--- src/rtl/ipl_irq_tracker_if.sv ---
// -----------------------------------------------------------------------------
// ipl_irq_tracker_if
//
// Purpose : groups the IPL inputs, the host mask/acknowledge handshake and the
//           interrupt request outputs of ipl_irq_tracker into one bundle.
//
// Signals :
//   IPL_N     [2:0]  synchronized IPL pins, active-low (level = ~IPL_N)
//   IPL_MASK  [2:0]  current CPU SR interrupt mask from the host
//   ACK              single-cycle pulse: host has taken the interrupt
//   ACK_LEVEL [2:0]  level the host claims to acknowledge (valid with ACK)
//   IRQ              registered interrupt request to the host
//   IRQ_LEVEL [2:0]  level being requested, 0 when IRQ = 0
//   ACK_OK           pulse: acknowledge accepted
//   SPURIOUS         pulse: acknowledge rejected
//   IRQ_COUNT [15:0] accepted-ack counter (only with IPL_IRQ_COUNT_EN defined)
//
// Modports:
//   master : the tracker (consumes IPL/handshake inputs, drives the request)
//   slave  : the host side (drives IPL/handshake inputs, observes the request)
//
// Build option: IPL_IRQ_COUNT_EN adds the IRQ_COUNT signal.
// -----------------------------------------------------------------------------
interface ipl_irq_tracker_if;
  logic [2:0]  IPL_N;
  logic [2:0]  IPL_MASK;
  logic        ACK;
  logic [2:0]  ACK_LEVEL;
  logic        IRQ;
  logic [2:0]  IRQ_LEVEL;
  logic        ACK_OK;
  logic        SPURIOUS;

`ifdef IPL_IRQ_COUNT_EN
  logic [15:0] IRQ_COUNT;

  modport master (
    input  IPL_N, IPL_MASK, ACK, ACK_LEVEL,
    output IRQ, IRQ_LEVEL, ACK_OK, SPURIOUS, IRQ_COUNT
  );

  modport slave (
    output IPL_N, IPL_MASK, ACK, ACK_LEVEL,
    input  IRQ, IRQ_LEVEL, ACK_OK, SPURIOUS, IRQ_COUNT
  );
`else
  modport master (
    input  IPL_N, IPL_MASK, ACK, ACK_LEVEL,
    output IRQ, IRQ_LEVEL, ACK_OK, SPURIOUS
  );

  modport slave (
    output IPL_N, IPL_MASK, ACK, ACK_LEVEL,
    input  IRQ, IRQ_LEVEL, ACK_OK, SPURIOUS
  );
`endif
endinterface : ipl_irq_tracker_if

--- src/rtl/ipl_irq_tracker.sv ---
// -----------------------------------------------------------------------------
// ipl_irq_tracker
//
// Purpose : turns the synchronized, active-low 68000 IPL pins into a registered
//           interrupt request for the host. Levels 1..6 are compared against
//           the host-supplied SR mask; level 7 (NMI) is edge-triggered and
//           unmaskable. A request/acknowledge handshake with hold-off and
//           spurious-ack detection sits on top.
//
// Ports   :
//   CLK    in   system clock (same domain as the IPL synchronizer output)
//   RESET  in   synchronous, active-high reset
//   bus    ipl_irq_tracker_if.master
//            IPL_N, IPL_MASK, ACK, ACK_LEVEL in;
//            IRQ, IRQ_LEVEL, ACK_OK, SPURIOUS (and IRQ_COUNT) out.
//            All outputs are registered.
//
// Parameters:
//   HOLDOFF_CYCLES  cycles IRQ is held low after an ack (1..255, 8-bit counter)
//   NMI_LEVEL       edge-triggered, unmaskable level (fixed at 7)
//
// Build option: define IPL_IRQ_COUNT_EN to add IRQ_COUNT, a 16-bit saturating
//               count of accepted acks, cleared by RESET.
// -----------------------------------------------------------------------------
module ipl_irq_tracker #(
  parameter int HOLDOFF_CYCLES = 4,
  parameter int NMI_LEVEL      = 7
) (
  input  logic                 CLK,
  input  logic                 RESET,
  ipl_irq_tracker_if.master    bus
);

  localparam logic [2:0] NMI_LVL      = 3'(NMI_LEVEL);
  localparam logic [7:0] HOLDOFF_LOAD = 8'(HOLDOFF_CYCLES);

  typedef enum logic [1:0] {
    IDLE    = 2'd0,
    REQ     = 2'd1,
    SERVICE = 2'd2
  } state_e;

  state_e     state_q, state_d;
  logic [7:0] cnt_q, cnt_d;
  logic [2:0] prev_lvl_q;
  logic       nmi_pend_q, nmi_pend_d;
  logic       irq_q, irq_d;
  logic [2:0] irq_level_q, irq_level_d;
  logic       ack_ok_q, ack_ok_d;
  logic       spurious_q, spurious_d;

  logic [2:0] lvl;
  logic       nmi_edge;
  logic       nmi_active;
  logic       nmi_clr;
  logic       eligible;
  logic [2:0] req_lvl;

  // Level decode and eligibility. The NMI edge is folded in combinationally so
  // a fresh level-7 edge requests with the same 1-clock latency as any other
  // level change, rather than waiting for nmi_pend to register first.
  always_comb begin
    lvl        = ~bus.IPL_N;
    nmi_edge   = (prev_lvl_q != NMI_LVL) && (lvl == NMI_LVL);
    nmi_active = nmi_pend_q || nmi_edge;
    // A level held at 7 without a pending edge is never eligible.
    eligible   = nmi_active || ((lvl != NMI_LVL) && (lvl > bus.IPL_MASK));
    req_lvl    = nmi_active ? NMI_LVL : lvl;
  end

  // Next-state and next-output logic.
  always_comb begin
    // NOTE: every signal assigned in this block gets a default first, so no
    // path through the case statement can leave one unassigned and infer a latch.
    state_d    = state_q;
    cnt_d      = cnt_q;
    ack_ok_d   = 1'b0;
    spurious_d = 1'b0;
    nmi_clr    = 1'b0;

    unique case (state_q)
      IDLE: begin
        // An ack with nothing outstanding is only flagged; it does not
        // disturb the normal eligibility evaluation.
        if (bus.ACK) spurious_d = 1'b1;
        if (eligible) state_d = REQ;
      end

      REQ: begin
        if (bus.ACK) begin
          // Any ack, good or bad, starts the hold-off window.
          state_d = SERVICE;
          cnt_d   = HOLDOFF_LOAD;
          if ((bus.ACK_LEVEL == irq_level_q) && eligible) begin
            ack_ok_d = 1'b1;
            nmi_clr  = (bus.ACK_LEVEL == NMI_LVL);
          end else begin
            spurious_d = 1'b1;
          end
        end else if (!eligible) begin
          state_d = IDLE;
        end
      end

      SERVICE: begin
        if (bus.ACK) spurious_d = 1'b1;
        // The window covers exactly HOLDOFF_CYCLES low cycles of IRQ: on the
        // last one the counter reaches 0 and the idle-state evaluation is made
        // directly, so a still-eligible level re-requests without an extra
        // idle cycle.
        if (cnt_q > 8'd1) begin
          cnt_d = cnt_q - 8'd1;
        end else begin
          cnt_d   = 8'd0;
          state_d = eligible ? REQ : IDLE;
        end
      end

      default: begin
        state_d = IDLE;
        cnt_d   = 8'd0;
      end
    endcase

    // A new edge in the same cycle as the clear wins, keeping the NMI pending.
    nmi_pend_d  = nmi_edge || (nmi_pend_q && !nmi_clr);

    // Request outputs follow the next state so they change one clock after
    // the IPL change that caused them.
    irq_d       = (state_d == REQ);
    irq_level_d = irq_d ? req_lvl : 3'd0;
  end

  always_ff @(posedge CLK) begin
    // NOTE: sequential state uses non-blocking assignments so every register
    // samples pre-edge values regardless of statement order.
    if (RESET) begin
      state_q     <= IDLE;
      cnt_q       <= 8'd0;
      // Level 7 already present at reset release must not look like an edge.
      prev_lvl_q  <= NMI_LVL;
      nmi_pend_q  <= 1'b0;
      irq_q       <= 1'b0;
      irq_level_q <= 3'd0;
      ack_ok_q    <= 1'b0;
      spurious_q  <= 1'b0;
    end else begin
      state_q     <= state_d;
      cnt_q       <= cnt_d;
      prev_lvl_q  <= lvl;
      nmi_pend_q  <= nmi_pend_d;
      irq_q       <= irq_d;
      irq_level_q <= irq_level_d;
      ack_ok_q    <= ack_ok_d;
      spurious_q  <= spurious_d;
    end
  end

  assign bus.IRQ       = irq_q;
  assign bus.IRQ_LEVEL = irq_level_q;
  assign bus.ACK_OK    = ack_ok_q;
  assign bus.SPURIOUS  = spurious_q;

`ifdef IPL_IRQ_COUNT_EN
  logic [15:0] irq_count_q;

  // Counts alongside the ACK_OK pulse; sticks at all-ones instead of wrapping.
  always_ff @(posedge CLK) begin
    if (RESET) begin
      irq_count_q <= 16'd0;
    end else if (ack_ok_d && (irq_count_q != 16'hFFFF)) begin
      irq_count_q <= irq_count_q + 16'd1;
    end
  end

  assign bus.IRQ_COUNT = irq_count_q;
`else
  // No accepted-ack counter in this build.
`endif

endmodule : ipl_irq_tracker

--- src/flat_wrapper.sv ---
// flat-port wrapper written by rule: the top's interface ports become plain ports
module ipl_irq_tracker_flat 
#(
  parameter int HOLDOFF_CYCLES = 4,
  parameter int NMI_LEVEL      = 7
)
  (CLK, RESET, bus_IPL_N, bus_IPL_MASK, bus_ACK, bus_ACK_LEVEL, bus_IRQ, bus_IRQ_LEVEL, bus_ACK_OK, bus_SPURIOUS);
  ipl_irq_tracker_if bus_i ();
  input  logic CLK;
  input  logic RESET;
  input wire logic [$bits(bus_i.IPL_N)-1:0] bus_IPL_N;
  input wire logic [$bits(bus_i.IPL_MASK)-1:0] bus_IPL_MASK;
  input wire logic [$bits(bus_i.ACK)-1:0] bus_ACK;
  input wire logic [$bits(bus_i.ACK_LEVEL)-1:0] bus_ACK_LEVEL;
  output wire logic [$bits(bus_i.IRQ)-1:0] bus_IRQ;
  output wire logic [$bits(bus_i.IRQ_LEVEL)-1:0] bus_IRQ_LEVEL;
  output wire logic [$bits(bus_i.ACK_OK)-1:0] bus_ACK_OK;
  output wire logic [$bits(bus_i.SPURIOUS)-1:0] bus_SPURIOUS;
  assign bus_i.IPL_N = bus_IPL_N;
  assign bus_i.IPL_MASK = bus_IPL_MASK;
  assign bus_i.ACK = bus_ACK;
  assign bus_i.ACK_LEVEL = bus_ACK_LEVEL;
  assign bus_IRQ = bus_i.IRQ;
  assign bus_IRQ_LEVEL = bus_i.IRQ_LEVEL;
  assign bus_ACK_OK = bus_i.ACK_OK;
  assign bus_SPURIOUS = bus_i.SPURIOUS;
  ipl_irq_tracker #(.HOLDOFF_CYCLES(HOLDOFF_CYCLES), .NMI_LEVEL(NMI_LEVEL)) u_core (.CLK(CLK), .RESET(RESET), .bus(bus_i));
endmodule
--- config.mk ---
export PLATFORM = sky130hd
export DESIGN_NAME = ipl_irq_tracker_flat
export DESIGN_NICKNAME = d
export VERILOG_FILES = /design/src/rtl/ipl_irq_tracker_if.sv /design/src/rtl/ipl_irq_tracker.sv /design/src/flat_wrapper.sv
export SDC_FILE = /design/constraint.sdc
export NUM_CORES = 1
export LEC_CHECK = 0
export CAP_MARGIN = 20
export CELL_PAD_IN_SITES_DETAIL_PLACEMENT = 0
export CELL_PAD_IN_SITES_GLOBAL_PLACEMENT = 1
export CORE_ASPECT_RATIO = 1.4
export CORE_MARGIN = 2
export CORE_UTILIZATION = 44
export CTS_BUF_LIST = sky130_fd_sc_hd__clkbuf_2
export CTS_CLUSTER_DIAMETER = 120
export DETAILED_ROUTE_END_ITERATION = 8
export GPL_TIMING_DRIVEN = 1
export PLACE_DENSITY_LB_ADDON = 0.1
export SETUP_SLACK_MARGIN = 0.5
export SLEW_MARGIN = 20
export SYNTH_ARGS = -nofsm -noshare
export SYNTH_HDL_FRONTEND = slang
export SYNTH_SLANG_ARGS = --single-unit
export TNS_END_PERCENT = 1
--- constraint.sdc ---
create_clock -name CLK -period 6 [get_ports CLK]
set_input_delay 1.2 -clock CLK [delete_from_list [all_inputs] [get_ports CLK]]
set_output_delay 1.2 -clock CLK [all_outputs]
set_load 0.03 [all_outputs]
==> metrics.txt, run 1 <==
status finished clean; initial antenna violation count 0; ANT cells 0; die extent in x 45.72 µm; leading post-synthesis cells by cell area dfxtp_1, ha_1, nor2_1; Routability Congestion 0.7813; Netlist cell types 36; Critical Path Fanout Max 5; I/O Pins 18; Peak VDD IR 0.0001739 V; CTS tree yes; Residual DRC 0; DRT Wirelength 2249 µm; Final Worst Setup Slack 2.935 ns; Final Instance Area 1308 µm²; vias in the first global route 915; post-synth top area share 37.34%; slowest CP cell clkdlybuf4s50_1; Final Hold Viols 0; Initial Utilization 45.34%; worst-margin pin slew 0.4445 ns; Area Overhead vs Synth 21.94%; Core ar. 2365 µm²; drt first-iter violations 19; Leakage 0.5362 nW; syn nets 143; Yosys reg bits 20; final worst-path cycle share 51.09%; CP Class primary input to flip-flop; die height 62.41 µm; WP data arrival 3.31 ns; most frequent cells in the layout dfxtp_1, clkdlybuf4s50_1, nor2_1; endpoint class of the critical path flip-flop; sequential fraction of the synthesis area 37.34%; setup repair bufs after CTS 0; Worst-path clk slew 0.19 ns; fillcell total 240; cell row count 21; CTS root buf clkbuf_2; synthesized area per cell 8.789 µm²; setup TNS 0 ns; number of port buffers 17; layout cells sized above 1 7.801%; CTS H-tree lvls 1; clock sinks 20; Req. time, crit path 6.24 ns; worst-path cell chain clkdlybuf4s50_1 -> inv_1 -> ha_1 -> a21oi_1 -> o21ai_0 -> a221o_1 -> a311o_1 -> and2_1; wire per inst 13.71 µm; final antenna-violating net count 0; Num CTS Buffers 3; global route total overflow 0; Ys Warns 0; Synth area leader dfxtp_1; via count of the routed design 923; first-pass GRT wire length 3939 µm; Skew-Pair Late Insertion Delay 0.33 ns; Post-Syn Instances 122; Die ar. 2853 µm²; normalized max-slew margin 70.37%; final net count 163; area of the multi-input gates 618.1 µm²; placed inst area 1262 µm²; post-cts resize count 0; Fmax 0.3262 GHz; Final Setup Violations 0; Register Area 400.4 µm²; worst slack at placement 2.586 ns; Critical Path Max Stage Delay 0.49 ns; Final Skew 0.01396 ns; mapped cell area 1072 µm²; post-route minimum period 3.065 ns; Cell Pwr Density 393.7 nW/µm²; DRT Pass-1 Iters 4; RSZ-0062 raised after global routing false; commonest non-fill, non-tap cell in the layout dfxtp_1; total global-route track usage 18.53%; Worst setup SP type primary input; worst min path class flip-flop to flip-flop; Longest Clk Path Bufs 2; DP Wirelength 1855 µm; largest net degree at the start of global routing 13; fin. max-slew vios 0; Vias/cell 5.628; Max Cap Viol 0; cts-stage hold buffer count 0
-- synthesized netlist by cell type, drive strengths merged --
library cell and instances:
a2111o 1, nand2b 3, a211oi 1, a31oi 1, o41a 1, clkbuf 1, a21oi 9, and3 1
nand2 6, o41ai 1, nand3 3, or4 2, nor4 4, dfxtp 20, and2 1, inv 12
o21ai 7, ha 9, or3 1, o2bb2ai 1, a221o 1, xor2 3, or2 1, a21o 1
nand4 3, o31ai 1, xnor2 5, buf 1, o311a 1, nor2 13, nor3 5, a311o 1
a21boi 1
-- layer usage --
layer | wire length, µm | vias to the layer above | part of all wire [%] | track usage, %
met4 | 58 | 0 | 2.6 | 7.500
met3 | 52 | 7 | 2.3 | 2.601
li1 | - | 476 | - | -
met5 | 0 | - | 0 | 0
met1 | 890 | 425 | 40 | 20.25
met2 | 1248 | 15 | 55 | 33.45
-- worst paths after layout --
check	startpoint	endpoint	slack, ns	cells past startpoint
max	bus_IPL_N[2]	u_core.state_q[1]$_SDFF_PP0_	2.93	8
min	u_core.cnt_q[0]$_SDFFE_PP0P_	u_core.cnt_q[0]$_SDFFE_PP0P_	0.53	2
max reg2reg	u_core.cnt_q[2]$_SDFFE_PP0P_	u_core.state_q[1]$_SDFF_PP0_	3.91	5
min reg2reg	u_core.cnt_q[0]$_SDFFE_PP0P_	u_core.cnt_q[0]$_SDFFE_PP0P_	0.53	2
-- where the power goes --
group          switching, mW  leakage [nW]  internal [mW]
clock network         0.0436        0.0266         0.0575
registers             0.0256         0.164          0.161
logic                  0.128         0.346         0.0997
-- worst max-delay path, delay by kind of cell --
family | cells | cell delay, ns
AO/OA/AOI/OAI | 4 | 1.07
adder cells (fa/ha/maj) | 1 | 0.30
buffers and inverters | 2 | 0.55
AND/OR/NAND/NOR | 1 | 0.18
-- state kept, by name, summed over array words and instances (netlist names) --
name and cells:
u_core.cnt_q 8, u_core.bus.IRQ_LEVEL 3, u_core.prev_lvl_q 3, u_core.state_q 2, u_core.bus.ACK_OK 1, u_core.bus.IRQ 1
u_core.bus.SPURIOUS 1, u_core.nmi_pend_q 1
-- kinds of logic after synthesis --
family / after synthesis / synth area share [%]
compound gates: 28 / 19.49
xor+xnor: 8 / 6.535
fa+ha+maj: 9 / 10.50
buf+inv: 14 / 5.016
flops: 20 / 37.34
simple gates: 43 / 21.12
-- layout make-up --
cell class                      instances  area share [%]
Clock buffer                            3           1.148
Sequential cell                        20           30.62
Timing Repair Buffer                   17           13.01
Clock inverter                          1           2.297
Inverter                               12           3.445
Tap cell                               23           2.201
Multi-Input combinational cell         88           47.27
-- metrics by stage --
step / instances / power, mW / util, % / hold slack [ns]
after floorplan: 122 / 0.3595 / - / 0.4740
after global placement: 160 / 0.4162 / 53.39 / 0.5059
after detailed placement: 160 / 0.4170 / 53.39 / 0.5137
after CTS: 164 / 0.5193 / 55.29 / 0.5372
after global routing: 164 / 0.5549 / 55.29 / 0.5731
final: 164 / 0.5147 / 55.29 / 0.5270
Note: power is estimated with default switching activity, not from simulation.
==> run 2: changes to the inputs <==
Settings changed: CORE_UTILIZATION 44 to 41.
Clock period 6 ns to 3.2 ns, I/O delays scaled along.
==> run 2 against run 1 <==
Hold slack got worse by 0.00067 ns. First-iteration DRC count grew 37%. Via count grew 1.6%. Global-route usage shrank 0.60 points. Setup slack lost 2.3 ns. Final area rose by 1.1%. Critical path depth stayed put. Sequential power increased by 88%. Clock-buffer cell count is the same. Routed wire length is 4.9% higher. Clock power is 88% higher. Critical path type unchanged. Largest power group unchanged.
==> metrics.txt, run 2 (synthesis gave the netlist of run 1 again) <==
status finished clean; Sequential Power Share 35.9% (-0.3 points); die extent in x 47.22 µm (+3.3%); DRT Wirelength 2359 µm (+4.9%); CP Class primary input to flip-flop; cell row count 21 (unchanged); Tot Pwr 0.9734 mW (+89%); clock power share 19.5% (about the same); P_int 0.5963 mW (+88%); total global-route track usage 17.92% (-0.60 points); Psw 0.3770 mW (+92%); worst min path class flip-flop to flip-flop; Residual DRC 0 (unchanged); Final Hold Viols 0 (unchanged); commonest non-fill, non-tap cell in the layout dfxtp_1; worst-margin pin slew 0.4542 ns (+0.009654 ns); Die ar. 3046 µm² (+6.8%); post-cts resize count 0 (unchanged); Bufs and invs on worst path 2 (unchanged); number of port buffers 17 (unchanged); setup TNS 0 ns (unchanged); Critical Path Max Stage Delay 0.49 ns (about the same); die height 64.51 µm (+3.4%); post-route minimum period 2.532 ns; Max Cap Viol 0 (unchanged); Fmax 0.3949 GHz; Vias/cell 5.360 (-4.8%); cts-stage hold buffer count 0 (unchanged); Peak VDD IR 0.0003302 V (+90%); Final Skew 0.01195 ns (-0.002013 ns); CTS root buf clkbuf_2; ANT cells 0 (unchanged); Final Setup Violations 0 (unchanged); Worst-path clk slew 0.18 ns (about the same); wire per inst 13.48 µm (-1.7%); slowest CP cell clkdlybuf4s50_1; DRT Pass-1 Iters 4 (unchanged); CTS H-tree lvls 1 (unchanged); Critical Path Fanout Max 5 (unchanged); Cell Pwr Density 736.7 nW/µm² (+87%); largest net degree at the start of global routing 13 (unchanged); clock sinks 20 (unchanged); final antenna-violating net count 0 (unchanged); RSZ-0062 raised after global routing false; Core ar. 2444 µm² (+3.3%); CTS tree yes; normalized max-slew margin 69.49% (-0.88 points); Req. time, crit path 3.45 ns (-2.79 ns); Logic pwr share 44.6% (+0.4 points); endpoint class of the critical path flip-flop; Skew-Pair Late Insertion Delay 0.33 ns (about the same); WP data arrival 2.78 ns (-0.53 ns); first-pass GRT wire length 3974 µm (+0.89%); I/O Pins 18 (unchanged); Routability Congestion 0.7585 (-2.9%); via count of the routed design 938 (+1.6%); DP Wirelength 1807 µm (-2.6%); cell family with the largest share of critical-path delay compound AO/OA/AOI/OAI gates; Initial Utilization 43.88% (-1.5 points); fin. max-slew vios 0 (unchanged); fin util 54.07% (-1.2 points); layout cells sized above 1 7.801% (unchanged); final net count 163 (unchanged); most frequent cells in the layout dfxtp_1, clkdlybuf4s50_1, nor2_1; post-route insts no fill 175 (+6.7%); Worst setup SP type primary input; max reg flops 8 (unchanged); worst slack at placement 0.3362 ns (-2.250 ns); Longest Clk Path Bufs 2 (unchanged); Cells after DPL 171 (+6.9%); Final Worst Setup Slack 0.6678 ns (-2.267 ns); Area Overhead vs Synth 23.22%; sw frac 38.73% (+0.48 points); Num CTS Buffers 3 (unchanged); R2R setup slack 1.13 ns (-2.78 ns); drt first-iter violations 26 (+7); final worst-path cycle share 79.13%; setup repair bufs after CTS 0 (unchanged); global route total overflow 0 (unchanged); Leakage 0.5362 nW (unchanged); worst-path cell chain clkdlybuf4s50_1 -> inv_1 -> ha_1 -> a21oi_1 -> o21ai_0 -> a221o_1 -> a311o_1 -> and2_1; Reg with most FFs u_core.cnt_q; vias in the first global route 941 (+2.8%); initial antenna violation count 0 (unchanged)
-- run 2: layout make-up --
cell class | count | area [µm²]
Sequential cell | 20 | 400.4
Timing Repair Buffer | 17 | 170.2
Clock buffer | 3 | 15.01
Fill cell | 257 | 1122
Clock inverter | 1 | 30.03
Multi-Input combinational cell | 88 | 618.1
Inverter | 12 | 45.04
Tap cell | 34 | 42.54
-- run 2: layer usage --
layer	vias to the layer above	GRT usage, %	wire length (µm)
li1	474	-	-
met1	441	17.95	924
met2	18	30.57	1294
met3	5	4.178	90
met4	0	11.81	48
met5	-	0	0
-- run 2: worst paths after layout --
kind | startpoint | end | depth (start not counted)
min reg2reg | u_core.cnt_q[0]$_SDFFE_PP0P_ | u_core.cnt_q[0]$_SDFFE_PP0P_ | 2
min | u_core.cnt_q[0]$_SDFFE_PP0P_ | u_core.cnt_q[0]$_SDFFE_PP0P_ | 2
max | bus_IPL_N[2] | u_core.state_q[1]$_SDFF_PP0_ | 8
max reg2reg | u_core.cnt_q[2]$_SDFFE_PP0P_ | u_core.state_q[1]$_SDFF_PP0_ | 5
-- run 2: per-stage QoR --
step	hold WS (ns)	area, µm²
floorplan	0.4740	1072
global placement	0.5062	1276
detailed placement	0.5061	1276
CTS	0.5302	1321
global route	0.5720	1321
finish	0.5264	1321
-- run 2: power groups by stage --
| stage | clock network, mW | logic (mW) | registers [mW] |
|---|---|---|---|
| CTS | 0.195 | 0.434 | 0.350 |
| floorplan | 0 | 0.302 | 0.372 |
| global route | 0.209 | 0.478 | 0.358 |
| finish | 0.190 | 0.434 | 0.349 |
| detailed placement | 0 | 0.428 | 0.356 |
| global placement | 0 | 0.428 | 0.354 |
-- run 2: worst min-delay path, cell delays in order (launching register included) --
cell	delay, ns
dfxtp_1	0.39
nand2_1	0.07
a21oi_1	0.05
==> variant (flow settings as in run 2) <==
Encoding of `state_e`: now one-hot (3 bits for 3 states).
--- a/src/rtl/ipl_irq_tracker.sv
+++ b/src/rtl/ipl_irq_tracker.sv
@@ -34,10 +34,10 @@
   localparam logic [2:0] NMI_LVL      = 3'(NMI_LEVEL);
   localparam logic [7:0] HOLDOFF_LOAD = 8'(HOLDOFF_CYCLES);
 
-  typedef enum logic [1:0] {
-    IDLE    = 2'd0,
-    REQ     = 2'd1,
-    SERVICE = 2'd2
+  typedef enum logic [2:0] {
+    IDLE    = 3'b001,
+    REQ     = 3'b010,
+    SERVICE = 3'b100
   } state_e;
 
   state_e     state_q, state_d;
Function: same outputs for any inputs over 10 cycles, from zero or initial values and one cycle with RESET high; not proved beyond that.
==> variant against run 2 <==
Total power down 26%. Sequential power decreased by 3%. Highest routed layer unchanged. Worst setup slack better by 0.38 ns. Synthesized area down 2.0%. Synthesized cell count is 6.6% lower. Critical path depth decreased by 1. Sequential share of layout area rose by 2.6 points. Cell count fell by 4.6%. Cell area down 3.3%. Register-to-register slack better by 0.17 ns. Sequential cell count increased by 1. Wire length down 13%.
==> variant: results (changes against run 2) <==
status: finished, final reports clean
Combinational Power Share: 38.5% (-6.1 points)
CP Launch Point: bus_IPL_N[2]
grt met2 use: 29.5% (-1.1 points)
crit path to: u_core.state_q[0]$_SDFF_PP1_
Clk Latency, worst-skew pair: 0.31 ns (-0.02 ns)
clock power share: 14.6% (-4.9 points)
initial antenna violation count: 0 (unchanged)
via count: 867 (-7.6%)
aggregate global-route resource usage: 16.5% (-1.4 points)
R2R setup slack: 1.30 ns (+0.17 ns)
Synth Area per Inst: 9.22 µm² (+4.9%)
met1 Use GR: 18.5% (+0.55 points)
DP Wirelength: 1650 µm (-8.6%)
pin count of the biggest net entering global routing: 17 (+4)
synth unique cells: 38 (+5.6%)
Worst Min Path Start: u_core.cnt_q[6]$_SDFFE_PP0P_
Hold Slack: 0.502 ns (-0.0245 ns)
synth cell count leaders: 21 x dfxtp_1, 10 x nor2_1, 9 x inv_1
worst-case reg-to-reg path depth: 4 (-1)
Syn Nets: 131 (-8.4%)
CP top delay family: compound AO/OA/AOI/OAI gates
Reg-to-Reg End: u_core.cnt_q[0]$_SDFFE_PP0P_
Fillers: 252 (-1.9%)
met3 Usage GRT: 2.54% (-1.6 points)
Worst-path clk slew: 0.20 ns (+0.02 ns)
Placer Congestion: 0.753 (-0.74%)
worst relative slew slack: 60.0% (-9.5 points)
ys async rst share: 0% (unchanged)
DP Area: 1260 µm² (-1.5%)
Sequential Area: 420 µm² (+5.0%)
Power, Total: 0.000724 W (-26%)
crit path max fanout: 8 (+3)
drt total wl: 2060 µm (-13%)
Worst Hold Path EP: u_core.cnt_q[6]$_SDFFE_PP0P_
Peak VDD IR: 0.328 mV (-0.63%)
Iteration-0 DRC Markers: 10 (-62%)
sequential fraction of the synthesis area: 40.0% (+2.7 points)
global-route wire length before repair: 3680 µm (-7.3%)
CP Data Arrival Time: 2.43 ns (-0.35 ns)
NumNets Final: 151 (-7.4%)
pre-CTS setup slack: 0.685 ns (+0.349 ns)
wire per inst: 12.3 µm (-8.5%)
leak pwr: 0.475 nW (-11%)
reg2reg start: u_core.cnt_q[4]$_SDFFE_PP0P_
slowest stage delay, CP: 0.51 ns (+0.02 ns)
Synth area leaders: dfxtp_1 40%, xnor2_1 6.7%, ha_1 6.0%
## variant: cell types whose count changed after synthesis, sizes merged, moves of 4 or more
| cell | delta |
|---|---|
| a21oi | -6 |
| o21ai | -5 |
| ha | -4 |
| nand2 | -4 |
| nor4b | +4 |
## variant: per-layer routing
layer | vias to the layer above | wire length, µm | share of wire (%)
met2 | 14 | 1140 | 55
li1 | 448 | - | -
met5 | - | 0 | 0
met3 | 2 | 56 | 2.7
met4 | 0 | 20 | 0.97
met1 | 403 | 843 | 41
## variant: cell type report
class,instances,area share (%)
Sequential cell,21,32.9
Multi-Input combinational cell,81,45.6
Tap cell,34,3.33
Inverter,9,2.64
Timing Repair Buffer,18,13.9
Clock buffer,3,1.18
Clock inverter,1,0.392
## variant: cell families after synthesis
group           count (synthesis)  synth area share (%)
simple gates                   46                  26.5
compound gates                 22                  16.3
flops                          21                  40.0
buf+inv                        12                  4.52
xor+xnor                        8                  6.67
fa+ha+maj                       5                  5.95
